## config.mk

```make
export PLATFORM = sky130hd
export DESIGN_NAME = ifetch
export DESIGN_NICKNAME = d
export VERILOG_FILES = /design/src/rtl/ifetch_pkg.sv /design/src/rtl/ifetch_hold_buf.sv /design/src/rtl/ifetch.sv
export SDC_FILE = /design/constraint.sdc
export NUM_CORES = 1
export LEC_CHECK = 0
export ABC_CLOCK_PERIOD_IN_PS = 8900
export CELL_PAD_IN_SITES_DETAIL_PLACEMENT = 1
export CELL_PAD_IN_SITES_GLOBAL_PLACEMENT = 2
export CORE_MARGIN = 3
export CORE_UTILIZATION = 43
export CTS_CLUSTER_SIZE = 30
export DETAILED_ROUTE_END_ITERATION = 8
export DONT_BUFFER_PORTS = 1
export GPL_ROUTABILITY_DRIVEN = 0
export PLACE_DENSITY = 0.9
export SLEW_MARGIN = 20
export SYNTH_ARGS = -nofsm -noshare
export SYNTH_HDL_FRONTEND = slang
export SYNTH_SLANG_ARGS = --single-unit
```

## constraint.sdc

```tcl
create_clock -name clk -period 8.9 [get_ports clk]
set_input_delay 1.335 -clock clk [delete_from_list [all_inputs] [get_ports clk]]
set_output_delay 1.335 -clock clk [all_outputs]
set_load 0.01 [all_outputs]
```

## src/rtl/ifetch_pkg.sv

```systemverilog
// Shared definitions for the instruction-fetch stage.
//   IF_NOP_INSTR  : encoding presented to decode as a bubble
//   if_state_e    : fetch FSM states (IF_STATE_FETCH, IF_STATE_HOLD)
//   fetch_word_t  : {addr, instr} pair carried through the hold buffer
//   pc_inc()      : sequential PC step, wraps 16'hFFFF -> 16'h0000
package ifetch_pkg;

    localparam logic [15:0] IF_NOP_INSTR = 16'h0800;

    typedef enum logic {
        IF_STATE_FETCH = 1'b0,
        IF_STATE_HOLD  = 1'b1
    } if_state_e;

    typedef struct packed {
        logic [15:0] addr;
        logic [15:0] instr;
    } fetch_word_t;

    function automatic logic [15:0] pc_inc(input logic [15:0] pc);
        return pc + 16'd1;
    endfunction

endpackage

```

## src/rtl/ifetch_hold_buf.sv

```systemverilog
// One-entry {addr, instr} buffer that parks a word fetched while decode is
// stalled.
//   clk, rst   : clock, asynchronous active-high reset
//   load       : capture din (takes effect even if already full)
//   drain      : entry consumed, mark empty
//   flush      : drop the entry (priority over load/drain)
//   din, dout  : buffered word
//   full       : entry holds a real fetched word
module ifetch_hold_buf
    import ifetch_pkg::*;
(
    input  logic        clk,
    input  logic        rst,
    input  logic        load,
    input  logic        drain,
    input  logic        flush,
    input  fetch_word_t din,
    output fetch_word_t dout,
    output logic        full
);

    always_ff @(posedge clk or posedge rst) begin
        if (rst) begin
            dout <= '0;
            full <= 1'b0;
        end else if (flush) begin
            full <= 1'b0;
        end else if (load) begin
            dout <= din;
            full <= 1'b1;
        end else if (drain) begin
            full <= 1'b0;
        end
    end

endmodule

```

## src/rtl/ifetch.sv

```systemverilog
// Instruction-fetch stage: owns the PC, issues word fetches over req/ack and
// drives the IF/ID register. Branches have one delay slot; a branch seen in
// ID before its delay-slot word returns is remembered in pend/pend_pc.
//   clk, rst                      : clock, asynchronous active-high reset
//   ifi_pause                     : scheduler stall, IF/ID holds
//   ifi_branch, ifi_new_pc        : taken branch in ID and its target
//   ifi_int_redirect, ifi_int_pc  : flush + redirect (interrupt / ERET)
//   ifo_mem_req, ifo_mem_addr     : fetch request, address (= pc)
//   ifi_mem_ack, ifi_mem_data     : fetch completion and fetched word
//   ifo_addr, ifo_instr, ifo_valid: IF/ID register
module ifetch
    import ifetch_pkg::*;
#(
    parameter logic [15:0] RESET_PC  = 16'h0000,
    parameter logic [15:0] NOP_INSTR = IF_NOP_INSTR
) (
    input  logic        clk,
    input  logic        rst,
    input  logic        ifi_pause,
    input  logic        ifi_branch,
    input  logic [15:0] ifi_new_pc,
    input  logic        ifi_int_redirect,
    input  logic [15:0] ifi_int_pc,
    output logic        ifo_mem_req,
    output logic [15:0] ifo_mem_addr,
    input  logic        ifi_mem_ack,
    input  logic [15:0] ifi_mem_data,
    output logic [15:0] ifo_addr,
    output logic [15:0] ifo_instr,
    output logic        ifo_valid
);

    if_state_e   state;
    logic [15:0] pc;
    logic [15:0] pend_pc;
    logic        pend;
    logic [15:0] next_pc;
    logic        ack;
    logic        in_fetch;
    logic        hb_load;
    logic        hb_drain;
    logic        hb_full;
    fetch_word_t hb_dout;

    assign in_fetch     = (state == IF_STATE_FETCH);
    // rst gates req combinationally so it drops the moment reset asserts
    assign ifo_mem_req  = in_fetch & ~rst;
    assign ifo_mem_addr = pc;
    assign ack          = ifi_mem_ack & in_fetch;

    // A branch still visible in ID wins over a previously latched target.
    always_comb begin
        next_pc = pc_inc(pc);
        if (ifi_branch)
            next_pc = ifi_new_pc;
        else if (pend)
            next_pc = pend_pc;
    end

    assign hb_load  = ~ifi_int_redirect & ack & ifi_pause;
    assign hb_drain = ~ifi_int_redirect & ~in_fetch & ~ifi_pause;

    ifetch_hold_buf u_hold_buf (
        .clk   (clk),
        .rst   (rst),
        .load  (hb_load),
        .drain (hb_drain),
        .flush (ifi_int_redirect),
        .din   ('{addr: pc, instr: ifi_mem_data}),
        .dout  (hb_dout),
        .full  (hb_full)
    );

    always_ff @(posedge clk or posedge rst) begin
        if (rst) begin
            state     <= IF_STATE_FETCH;
            pc        <= RESET_PC;
            pend      <= 1'b0;
            pend_pc   <= '0;
            ifo_valid <= 1'b0;
            ifo_instr <= NOP_INSTR;
            ifo_addr  <= '0;
        end else if (ifi_int_redirect) begin
            // Redirect beats pause and ack: in-flight data is discarded.
            state     <= IF_STATE_FETCH;
            pc        <= ifi_int_pc;
            pend      <= 1'b0;
            ifo_valid <= 1'b0;
            ifo_instr <= NOP_INSTR;
        end else begin
            case (state)
                IF_STATE_FETCH: begin
                    if (ack) begin
                        pc   <= next_pc;
                        pend <= 1'b0;
                        if (!ifi_pause) begin
                            ifo_addr  <= pc;
                            ifo_instr <= ifi_mem_data;
                            ifo_valid <= 1'b1;
                        end else begin
                            state <= IF_STATE_HOLD;
                        end
                    end else if (!ifi_pause) begin
                        ifo_valid <= 1'b0;
                        ifo_instr <= NOP_INSTR;
                        // Branch leaves ID this cycle but its delay slot is
                        // still outstanding: remember the target.
                        if (ifi_branch) begin
                            pend    <= 1'b1;
                            pend_pc <= ifi_new_pc;
                        end
                    end
                end
                IF_STATE_HOLD: begin
                    // pc already advanced at the ack; a branch still in ID
                    // was consumed then, so it is not latched here.
                    if (!ifi_pause) begin
                        ifo_addr  <= hb_dout.addr;
                        ifo_instr <= hb_dout.instr;
                        ifo_valid <= hb_full;
                        state     <= IF_STATE_FETCH;
                    end
                end
                default: state <= IF_STATE_FETCH;
            endcase
        end
    end

endmodule

```

==> results of run 1 <==
-- final cells by class --
type                       instances  area (um2)
clock buffer                      11         233
clock inverter                     4        27.5
fill                            1226        5820
inverter                          10        40.0
multi-input combinational        325        2250
sequential                       100        2510
tap                              140         175
timing repair buffer               3        22.5
-- sequential cells by signal (all words and copies together), names as in the netlist --
register         count
ifo_instr           16
ifo_addr            16
u_hold_buf.full      1
pend                 1
u_hold_buf.dout     32
ifo_valid            1
pend_pc             16
state                1
ifo_mem_addr        16
-- through the flow --
stage	utilization (%)	hold slack, ps	area [um2]	total power, mW	instances
finish	47.4	505	5260	1.12	593
global route	47.4	522	5260	1.18	593
CTS	47.4	507	5250	1.13	593
detailed placement	45.0	486	4990	0.774	578
global placement	45.0	469	4990	0.759	578
floorplan	-	458	4970	0.737	475
-- placed cells by master (no fill, tap or decap), types with 3 or more instances in the layout --
cell / n
nand2b_1: 6
nor2_1: 25
clkinvlp_4: 3
a221oi_1: 4
o31ai_1: 7
nor2b_1: 11
and3_1: 3
nand3b_1: 14
a21oi_1: 35
nand2_1: 47
nor4_1: 5
o22ai_1: 6
mux2_2: 47
buf_4: 3
mux2i_1: 21
nor3_1: 9
or3_1: 3
dfrtp_1: 98
xor2_1: 3
o21ai_0: 26
a221o_1: 6
nand3_1: 6
a211oi_1: 7
inv_1: 9
clkbuf_16: 9
-- power by group through the flow --
stage / Clock, mW / Combinational, mW / Sequential (mW)
finish: 0.355 / 0.147 / 0.615
global route: 0.383 / 0.169 / 0.627
CTS: 0.363 / 0.150 / 0.616
detailed placement: 0 / 0.150 / 0.624
global placement: 0 / 0.141 / 0.618
floorplan: 0 / 0.143 / 0.594
-- worst max-delay path by stage --
stage	end	slack [ps]
floorplan	ifo_addr[0]$_DFFE_PP0P_	4950
global placement	u_hold_buf.dout[23]$_DFFE_PP0P_	6010
detailed placement	u_hold_buf.dout[3]$_DFFE_PP0P_	5990
CTS	ifo_mem_req	5820
global route	ifo_mem_req	6050
finish	ifo_mem_req	6060
-- cell families after synthesis --
group,Yosys count,synth area share [%]
mux,69,15.1
buf+inv,50,4.56
flops,100,50.4
compound gates,110,14.1
fa+ha+maj,1,0.252
xor+xnor,4,0.705
simple gates,141,14.9
-- layer usage --
metal | part of all wire, % | global-route usage (%) | vias up
li1 | - | - | 1643
met1 | 44 | 27.0 | 1777
met2 | 47 | 30.0 | 89
met3 | 8.0 | 7.75 | 9
met4 | 0.88 | 5.21 | 0
met5 | 0 | 0 | -
==> flow_summary.json, run 1 <==
{
  "clock_latency_ps": 340,
  "slew-limit-headroom_pct": 39.9,
  "ctsHoldBuffers": 0,
  "cts.sinks": 100,
  "critPathCaptureType": "primary output",
  "ioPinCount": 104,
  "post_cts_buffers": 0,
  "ant_nets": 0,
  "ys_top_cells_by_count": "dfrtp_1 (99), mux2_2 (47), nand2_1 (47)",
  "htreeDepth": 3,
  "grtUsageTotal_pct": 19.9,
  "firstDrtPassIters": 4,
  "die_width_um": 114,
  "synth_area_mm2": 0.00497,
  "ir_worst_vdd_mv": 0.117,
  "finalCritPeriodShare_pct": 31.9,
  "nNetsFinal": 504,
  "clk_pin_slew_ps": 70,
  "cts_inserted_buffers": 9,
  "rsz0062_at_grt": "no",
  "p_comb_share_pct": 13.2,
  "pre_cts_ws_ps": 5990,
  "async_flop_share_pct": 100,
  "path_max_fanout": 2,
  "p_int_mw": 0.803,
  "hold_path_depth": 1,
  "worstSetupPathType": "in2out",
  "drc": 0,
  "crit_family": "simple AND/OR/NAND/NOR gates",
  "drtIter0Drc": 171,
  "clkPwrFrac_pct": 31.8,
  "core.rowCount": 38,
  "grt_pass1_vias": 3713,
  "grt-ovfl-total": 0,
  "crit_buf_inv": 0,
  "die_h_um": 114,
  "synthCells": 475,
  "finalHoldViolCount": 0,
  "worst_r2r_path_depth": 4,
  "final-max-slew-violation-count": 0,
  "setup.worst_path.start": "rst",
  "synth_cell_types": 53,
  "ys_ff_latch": 100,
  "path_cells": "nor2_1",
  "min_from": "u_hold_buf.dout[26]$_DFFE_PP0P_",
  "num_antenna_cells": 0,
  "min_to": "u_hold_buf.dout[26]$_DFFE_PP0P_",
  "grt_pass1_wl_um": 20300,
  "crit_cells": 1,
  "power_leakage_nw": 2.14,
  "power.density_mw_per_mm2": 213,
  "via_per_inst": 5.93,
  "p_switching_mw": 0.314,
  "routed_wl_um": 12400,
  "drv_cap": 0,
  "hold_class": "reg2reg",
  "synth_ff_type": "dfrtp_1",
  "drive_gt1_share_pct": 16.8,
  "synth_seq_area_share_pct": 50.4,
  "cts_resized": 0,
  "worstMarginPinSlew_ps": 902,
  "grt_max_degree": 71,
  "cts_max_path_buffers": 2,
  "antenna_found_initial": 0,
  "synth_most_common_cell": "dfrtp_1",
  "setup_violations": 0,
  "p_seq_share_pct": 55.0,
  "synth_top_cell_by_area": "dfrtp_1",
  "syn_area_per_cell_um2": 10.5,
  "vias": 3518,
  "dp_hpwl_um": 8380,
  "area_delta_synth_final_pct": 5.77,
  "synthTopCellsByArea": "dfrtp_1 (50%), mux2_2 (11%), mux2i_1 (4.2%)",
  "syn_nets": 530,
  "startpoint_type": "input port",
  "cts_tree": "done",
  "dieArea_mm2": 0.0129,
  "fin_ws_ps": 6060,
  "root_buffer": "clkbuf_16",
  "crit_path_max_incr_delay_ps": 170,
  "tns_ps": 0,
  "portBuffers": 0,
  "yosys_warnings": 0,
  "synth_edf_count": 0,
  "slowest_stage": "nor2_1",
  "wl_per_cell_um": 20.9,
  "fin_crit_ps": 2840,
  "r2r_start": "state$_DFF_PP0_",
  "r2r_end": "u_hold_buf.dout[3]$_DFFE_PP0P_",
  "synth_top_area_share_pct": 49.8,
  "p_sw_share_pct": 28.1,
  "core-area_mm2": 0.0111,
  "start_util_pct": 44.9,
  "worstPathArrival_ps": 1500,
  "cp.required_ps": 7570,
  "clock_skew_ps": 5.28,
  "status": "complete, no violations",
  "fmax_mhz": 352,
  "r2r_slack_ps": 6510
}
No activity file was read; power rests on OpenSTA's default activity.
==> run 2, diff against run 1 <==
- ABC_AREA: default -> 1
- ABC_CLOCK_PERIOD_IN_PS: 8900 -> 2900
- CORE_UTILIZATION: 43 -> 36
- PLACE_DENSITY: 0.9 -> 0.84
- clock period: 8.9 -> 2.9 ns (I/O delays scaled with it)
==> run 2 against run 1 <==
  * Register-to-register slack worse by 5600 ps
  * Cell count is 32% higher
  * Largest cell class unchanged
  * Clock power grew to 3.6 times the previous value
  * Count of clock-buffer cells in the layout is 2 lower
  * Highest routed layer unchanged
  * Synthesized area is 0.83% lower
  * Non-clock buffer count is 3 higher
  * Critical path type is now reg2reg
  * Sequential cell count stayed put
  * Synthesized cell count is 29% higher
  * Die area is 17% higher
  * Setup slack worse by 5200 ps
==> flow_summary.json, run 2 <==
{
  "status": "complete, no violations",
  "clock_latency_ps": 360,
  "cp.required_ps": 3130,
  "synth_seq_area_share_pct": 50.8,
  "synth_top_area_share_pct": 50.3,
  "synth_cell_types": 34,
  "startpoint_type": "flop",
  "setup_violations": 0,
  "root_buffer": "clkbuf_16",
  "finalCritPeriodShare_pct": 70.1,
  "pre_cts_ws_ps": 918,
  "path_max_fanout": 18,
  "firstDrtPassIters": 4,
  "synth_area_mm2": 0.00493,
  "grt.busiest_layer": "met2",
  "synthCells": 613,
  "gr-usage-met3_pct": 4.85,
  "synthTopCellsByArea": "dfrtp_1 (50%), nand2_1 (14%), o21ai_0 (4.6%)",
  "ant_nets": 0,
  "via_per_inst": 5.22,
  "core-area_mm2": 0.0133,
  "synth_most_common_cell": "nand2_1",
  "grt-ovfl-total": 0,
  "final-max-slew-violation-count": 0,
  "ioPinCount": 104,
  "core.rowCount": 42,
  "nNetsFinal": 654,
  "fmax_mhz": 492,
  "ys_top_cells_by_count": "nand2_1 (188), dfrtp_1 (99), inv_1 (54)",
  "tns_ps": 0,
  "largest_reg_flops": 32,
  "cts.sinks": 100,
  "worstMarginPinSlew_ps": 911,
  "syn_nets": 668,
  "synth_top_cell_by_area": "dfrtp_1",
  "slew-limit-headroom_pct": 39.1,
  "cts_max_path_buffers": 2,
  "largest_register": "u_hold_buf.dout",
  "final_cell_mix": "nand2_1 (188), dfrtp_1 (99), inv_1 (53)",
  "drv_cap": 0,
  "grt_pass1_wl_um": 24000,
  "clk_pin_slew_ps": 80,
  "vias": 4077,
  "met2_usage_pct": 30.4,
  "drtIter0Drc": 316,
  "async_flop_share_pct": 100,
  "portBuffers": 0,
  "ys_ff_latch": 100,
  "start_util_pct": 37.1,
  "routed_wl_um": 15000,
  "worstPathArrival_ps": 2260,
  "wl_per_cell_um": 19.1,
  "synth_edf_count": 0,
  "die_h_um": 123,
  "yosys_warnings": 0,
  "synth_ff_type": "dfrtp_1",
  "critPathCaptureType": "flop",
  "cts_inserted_buffers": 9,
  "clock_skew_ps": 10.3,
  "dieArea_mm2": 0.0151,
  "final_common_cell": "nand2_1",
  "hold_ws_ps": 131,
  "hold_class": "in2async",
  "worstSetupPathType": "reg2reg",
  "grt_use_met1_pct": 29.8,
  "fillers": 1637,
  "finalHoldViolCount": 0,
  "worst_r2r_path_depth": 7,
  "antenna_found_initial": 1,
  "grt_max_degree": 45,
  "post_cts_buffers": 0,
  "ir_worst_vdd_mv": 0.239,
  "fin_crit_ps": 2030,
  "syn_area_per_cell_um2": 8.04,
  "drc": 0,
  "cts_resized": 0,
  "grtUsageTotal_pct": 20.9,
  "rsz0062_at_grt": "no",
  "fin_ws_ps": 866,
  "cts_tree": "done",
  "area_delta_synth_final_pct": 8.99,
  "grt_pass1_vias": 4200,
  "power_leakage_nw": 2.58,
  "die_width_um": 123,
  "dp_hpwl_um": 10900,
  "htreeDepth": 3,
  "drive_gt1_share_pct": 8.28,
  "power.density_mw_per_mm2": 680,
  "ctsHoldBuffers": 0
}
[run 2: cell types whose count changed in the layout (fill, tap and decap cells not counted), sizes merged, moves of 16 or more]
cell and change:
mux2i -21, inv +52, nand2 +143, o21ai +38, nand3 +16, nor2 +30, mux2 -46
[run 2: report_power, final]
part | switching [mW] | leakage (nW) | total [mW] | internal (mW)
Clock | 0.583 | 0.145 | 1.27 | 0.683
Sequential | 0.234 | 1.22 | 1.85 | 1.62
Combinational | 0.341 | 1.22 | 0.535 | 0.193
Total | 1.16 | 2.58 | 3.65 | 2.49
[run 2: final timing paths]
kind                            slack (ps)                         endpoint                            start
min in group clk                       190      u_hold_buf.full$_DFFE_PP0P_                 ifi_int_redirect
worst max-delay path                   870      ifo_mem_addr[1]$_DFFE_PP0P_                 pend$_DFFE_PP0P_
max in group asynchronous             1990   u_hold_buf.dout[6]$_DFFE_PP0P_                              rst
worst min register to register         480  u_hold_buf.dout[21]$_DFFE_PP0P_  u_hold_buf.dout[21]$_DFFE_PP0P_
worst min-delay path                   130         ifo_addr[11]$_DFFE_PP0P_                              rst
worst max register to register         870      ifo_mem_addr[1]$_DFFE_PP0P_                 pend$_DFFE_PP0P_
[run 2: routing by layer]
layer / vias to the layer above / wire length (um)
met1: 1995 / 7100
met4: 0 / 382
met5: - / 0
li1: 1982 / -
met3: 20 / 783
met2: 80 / 6690
[run 2: area by class of cell]
type                       instances  area [um2]  area share (%)
tap                              176         220            4.10
sequential                       100        2500            46.6
inverter                          60         231            4.31
timing repair buffer               6        57.6            1.07
clock inverter                     7        82.6            1.54
antenna                            1        2.50          0.0466
multi-input combinational        422        2050            38.1
clock buffer                       9         225            4.19
[run 2: kinds of logic after synthesis]
kind of cell / Yosys count / synth area share (%)
AOI/OAI and AO/OA: 142 / 17.1
xor gates and xnor gates: 3 / 0.533
adders and majority gates: 1 / 0.254
buffers and inverters: 91 / 7.77
DFF: 100 / 50.8
muxes: 2 / 0.457
and+or+nand+nor: 274 / 23.1
[run 2: through the flow]
stage / power, mW / std cells / instance area, um2 / util (%)
after floorplan: 2.23 / 613 / 4930 / -
after global placement: 2.38 / 764 / 5060 / 38.1
after detailed placement: 2.42 / 764 / 5060 / 38.1
after CTS: 3.70 / 780 / 5370 / 40.4
after global routing: 3.89 / 781 / 5370 / 40.4
final: 3.65 / 781 / 5370 / 40.4
[run 2: worst max-delay path, stage by stage (launching register included)]
cell      delay, ps
dfrtp_1         740
inv_1           460
nand2_1         150
nand3_1          70
o21ai_0         140
nand2_1         110
o211ai_1        100
o21ai_0         130
